## config.mk

```make
export PLATFORM = sky130hd
export DESIGN_NAME = checker_watchdog
export DESIGN_NICKNAME = d
export VERILOG_FILES = /design/src/rtl/axis_checker_pkg.sv /design/src/rtl/checker_watchdog.sv
export SDC_FILE = /design/constraint.sdc
export NUM_CORES = 1
export LEC_CHECK = 0
export BUFFER_PORTS_ARGS = -buffer_cell sky130_fd_sc_hd__buf_4
export CAP_MARGIN = 40
export CORE_ASPECT_RATIO = 0.75
export CORE_MARGIN = 2
export CORE_UTILIZATION = 50
export CTS_CLUSTER_SIZE = 20
export DETAILED_ROUTE_END_ITERATION = 6
export HOLD_SLACK_MARGIN = 0.03
export PLACE_DENSITY = 0.74
export REMOVE_ABC_BUFFERS = 1
export SLEW_MARGIN = 20
export SYNTH_ARGS = -nofsm -noshare
export SYNTH_HDL_FRONTEND = slang
export SYNTH_SLANG_ARGS = --single-unit
```

## constraint.sdc

```tcl
create_clock -name clk -period 4.9 [get_ports clk]
set_input_delay 0.98 -clock clk [delete_from_list [all_inputs] [get_ports clk]]
set_output_delay 0.98 -clock clk [all_outputs]
set_load 0.05 [all_outputs]
```

## src/rtl/axis_checker_pkg.sv

```systemverilog
// rtl/axis_checker_pkg.sv - shared types for the AXI-Stream golden-compare checker
//
// Purpose : FSM state encoding and status record types used by axis_stream_checker.
// Ports   : none (package).
package axis_checker_pkg;

    typedef enum logic [1:0] {
        ST_IDLE = 2'd0,
        ST_RUN  = 2'd1,
        ST_DONE = 2'd2
    } checker_state_e;

    localparam int STATUS_CNT_WIDTH = 32;

    // Flag portion of the status; kept registered inside the checker.
    typedef struct packed {
        logic busy;
        logic finished;
        logic failed;
        logic length_error;
        logic timeout;
    } status_flags_t;

    // Full status snapshot at the default counter width, for consumers
    // that want to carry the whole result as one record.
    typedef struct packed {
        status_flags_t                flags;
        logic [STATUS_CNT_WIDTH-1:0]  word_count;
        logic [STATUS_CNT_WIDTH-1:0]  mismatch_count;
        logic [STATUS_CNT_WIDTH-1:0]  first_mismatch_idx;
    } status_t;

endpackage

```

## src/rtl/checker_watchdog.sv

```systemverilog
// rtl/checker_watchdog.sv - idle-cycle watchdog for the stream checker
//
// Purpose : counts consecutive enabled cycles and flags expiry on the
//           TIMEOUT_CYCLES-th one.
// Ports   : clk, rst_n (sync, active-low)
//           clear   - restart the idle count (wins over enable)
//           enable  - this cycle is an idle cycle
//           expired - this idle cycle is the TIMEOUT_CYCLES-th in a row
module checker_watchdog
    import axis_checker_pkg::*;
#(
    parameter int CNT_WIDTH      = 32,
    parameter int TIMEOUT_CYCLES = 220000
) (
    input  logic clk,
    input  logic rst_n,
    input  logic clear,
    input  logic enable,
    output logic expired
);

    localparam logic [CNT_WIDTH-1:0] LIMIT_M1 = CNT_WIDTH'(TIMEOUT_CYCLES - 1);

    logic [CNT_WIDTH-1:0] idle_cnt;

    always_ff @(posedge clk) begin
        if (!rst_n || clear) begin
            idle_cnt <= '0;
        end else if (enable) begin
            idle_cnt <= idle_cnt + 1'b1;
        end
    end

    // Combinational so the owner can register its timeout flag on the same
    // edge that completes the idle window.
    assign expired = enable && (idle_cnt == LIMIT_M1);

endmodule

```

==> results.txt <==
- Buf/Inv on CP: 2
- Counting the buffers created by CTS gives 5.
- Layout Cells excl Fill: 240
- The H-tree was split into 2 levels.
* Cell-by-cell listing of the critical path: buf_4 > nand4_2 > nor3_1 > buf_4
* Clock tree from TritonCTS: done
* Area of the die: 3830 um2
* Count of port buffers added during placement: 4
- Worst clock skew: 5.40 ps
- The library cell used most frequently in the layout, excluding fill and tap cells, is sky130_fd_sc_hd__dfxtp_1.
- Via density: 6.12
* Unrepaired setup endpoints after global routing: no
- The synthesized design contains 0 enable-type register cells.
- Of the total power, the share spent switching nets is 21.0%.
- # diodes: 0
* Period Utilization, post-route: 55.3%
- The register with the most flip-flops in the layout has 32 of them.
- In this run the vertical extent of the chip is 54.1 um.
- Status: finished clean
- Across the run, the number of max-cap violations was 0.
- Number of instances in the placed design: 233
- Reported net switching power: 0.000104 W
- # hold bufs at CTS: 0
* Final WL: 3.59 mm
* Max Slew Vio Count: 0
* Total DRC errors in the routed layout: 0
- The worst pin sits at a relative slew slack of 60.9%.
- Clock tree sinks: 32
* Smallest hold slack: 492 ps
- The die is 70.8 um wide.
* Via count: 1469
- In the final layout, the registers with the most flip-flops are idle_cnt: 32 flops.
- Static Leak: 0.530 nW
* Pin count of the biggest net entering global routing: 16
- Min-delay worst type: reg2reg
- After clock tree synthesis, the clock-pin slew on the worst setup and hold paths is 60 ps.
- For this run, the number of Yosys warnings is 0.
* Peak supply drop: 0.000173 V
* Number of global-route vias before repair: 1334
- After technology mapping, the gate count stands at 198.
* Crit-path leading delay family: simple AND/OR/NAND/NOR gates
- Clock power frac: 44.6%
* Pre-Repair DR Iteration Count: 4
- Routed wirelength normalized by instance count: 15.0 um
- Synthesis inferred 32 register bits.
* Accumulated negative setup slack: 0 ps
- For this design the top-level I/O count stands at 5.
- Synthesized area divided by synthesized cell count: 8.45 um2
- Post-CTS timing repair inserted 0 buffers for setup.
- Proportion of register bits with asynchronous set or reset after synthesis: 0%
- Combinational cells account for 2.4% of the total power.
- Counting I/O delays and the setup requirement, the final critical path takes 2710 ps.
- Slew @ Worst Pin: 587 ps
- Most used flip-flop cell after synthesis: sky130_fd_sc_hd__dfxtp_1
- Fraction of the yosys area taken by sequential cells: 38.3%
* Count of nets after finishing: 205
* Register bank with the most flops: idle_cnt
- Relative to the synthesized area, the layout overhead comes to 7.40%.
- CTS root buf: sky130_fd_sc_hd__clkbuf_8
- At the end of routability-driven placement, the weighted congestion stood at 0.819.
* Top-area cell type share of the netlist area: 38.3%
- Antenna violations before repair: 0
- STA classifies the critical path startpoint as an input pin.
* Library cell occupying the most area in the post-synthesis netlist: sky130_fd_sc_hd__dfxtp_1
- Core region area: 3240 um2
- The largest individual stage delay along the critical path comes from the cell sky130_fd_sc_hd__nor3_1.
- Overflow left after global routing: 0
- After the first detailed-routing iteration, the DRC count stood at 112.
- Cells taking the most area after synthesis: sky130_fd_sc_hd__dfxtp_1 38%, sky130_fd_sc_hd__o31ai_1 5.4%, sky130_fd_sc_hd__or4_1 5.4%
- After legalization and detailed placement, the total HPWL measured 2.52 mm.
* PwrDens: 275 nW/um2
* Final count of hold timing violations: 0
- Total global routing track utilization: 20.6%
* Number of buffers on the longest clock path: 2
- Most frequent cells in the layout: 32 x sky130_fd_sc_hd__dfxtp_1, 19 x sky130_fd_sc_hd__nand2_1, 18 x sky130_fd_sc_hd__nor2_1, 13 x sky130_fd_sc_hd__a21oi_1
* Critical Path Fanout Max: 7
* Part of the total power dissipated in sequential elements: 52.9%
- The number of different library cells used by synthesis comes to 37.
- Site row count: 18
* Kind of end point of the critical path: primary output
- In this design, the critical path's most frequently occurring cell is sky130_fd_sc_hd__buf_4.
- Clock latency on the worst-skew pair, taken at its later pin, is 290 ps.
* Req. time, crit path: 3920 ps
- Summing every instance area after synthesis gives 1670 um2.
- Arrival time reported for the critical path endpoint: 1730 ps
- In the final layout, the share of cells above drive strength 1 is 9.50%.
* Starting density of the core: 51.6%
- Wire length of the first global-routing pass: 6.01 mm
* Final setup fails: 0
* Critical path start-end classification: in2out
* Design internal power: 0.000390 W
- In this design, the stage delay of the slowest critical-path cell is 230 ps.
- Post-CTS repair changed the size of 0 cells.
* Final ANT Viol Nets: 0
- Highest Clock Rate: 369 MHz
metrics by stage:
step,power (W),instance area (um2),util (%),setup slack [ps]
after floorplan,0.000273,1610,-,1690
after global placement,0.000278,1690,52.0,2210
after detailed placement,0.000279,1700,52.4,2170
after CTS,0.000498,1800,55.4,2170
after global routing,0.000511,1800,55.4,2080
final,0.000494,1800,55.4,2190
synth_stat cells (3+ instances only):
cell type                  number
sky130_fd_sc_hd__or4_1         12
sky130_fd_sc_hd__buf_2          3
sky130_fd_sc_hd__xnor2_1        7
sky130_fd_sc_hd__nand3_1       11
sky130_fd_sc_hd__nor4_1        10
sky130_fd_sc_hd__nand2_1       19
sky130_fd_sc_hd__nand2b_1       3
sky130_fd_sc_hd__dfxtp_1       32
sky130_fd_sc_hd__mux2i_1        3
sky130_fd_sc_hd__xor2_1         5
sky130_fd_sc_hd__nor3_1         5
sky130_fd_sc_hd__a21oi_1       13
sky130_fd_sc_hd__nand4_1       10
sky130_fd_sc_hd__and2_1         4
sky130_fd_sc_hd__clkbuf_1       3
sky130_fd_sc_hd__nor2_1        18
sky130_fd_sc_hd__buf_6          3
sky130_fd_sc_hd__o31ai_1       12
sky130_fd_sc_hd__inv_1          3
tightest hold or removal path, delay by kind of cell, from the launching register on:
family	cells	cell delay [ps]
DFF	1	330
muxes	1	50
and+or+nand+nor	1	60
layer usage:
| metal | part of all wire (%) | vias to the layer above | GRT usage (%) |
|---|---|---|---|
| met1 | 48 | 691 | 26.4 |
| met3 | 4.7 | 5 | 5.06 |
| met4 | 1.5 | 0 | 9.12 |
| li1 | - | 745 | - |
| met5 | 0 | - | 0 |
| met2 | 46 | 28 | 33.5 |
path summary, 6_finish.rpt:
| check | endpoint | slack [ps] | depth (start not counted) | start |
|---|---|---|---|---|
| worst max-delay path | expired | 2190 | 4 | enable |
| worst max register to register | idle_cnt[20] | 2780 | 5 | idle_cnt[0] |
| worst min register to register | idle_cnt[23] | 490 | 2 | idle_cnt[23] |
| worst min-delay path | idle_cnt[23] | 490 | 2 | idle_cnt[23] |
power groups by stage:
| stage | Sequential (W) | Combinational (W) | Clock (W) |
|---|---|---|---|
| detailed placement | 0.000267 | 0.0000121 | 0 |
| floorplan | 0.000267 | 0.00000604 | 0 |
| CTS | 0.000262 | 0.0000121 | 0.000225 |
| global placement | 0.000267 | 0.0000103 | 0 |
| finish | 0.000262 | 0.0000120 | 0.000221 |
| global route | 0.000262 | 0.0000130 | 0.000236 |
kinds of logic (layout without fill, tap and decap cells):
group                      Yosys count  count (layout)  share of synthesized area [%]
buffers and inverters               13              15                           4.71
muxes                                4               4                           2.47
adders and majority gates            1               1                          0.748
DFF                                 32              32                           38.3
and+or+nand+nor                    105             105                           35.4
AOI/OAI and AO/OA                   31              31                           12.1
xor gates and xnor gates            12              12                           6.28
final cells by class:
cell class	count	area, um2
Timing Repair Buffer	5	45.0
Clock buffer	7	96.3
Fill cell	312	1450
Tap cell	40	50.0
Multi-Input combinational cell	153	953
Inverter	3	11.3
Sequential cell	32	641
Note: power is estimated with default switching activity, not from simulation.
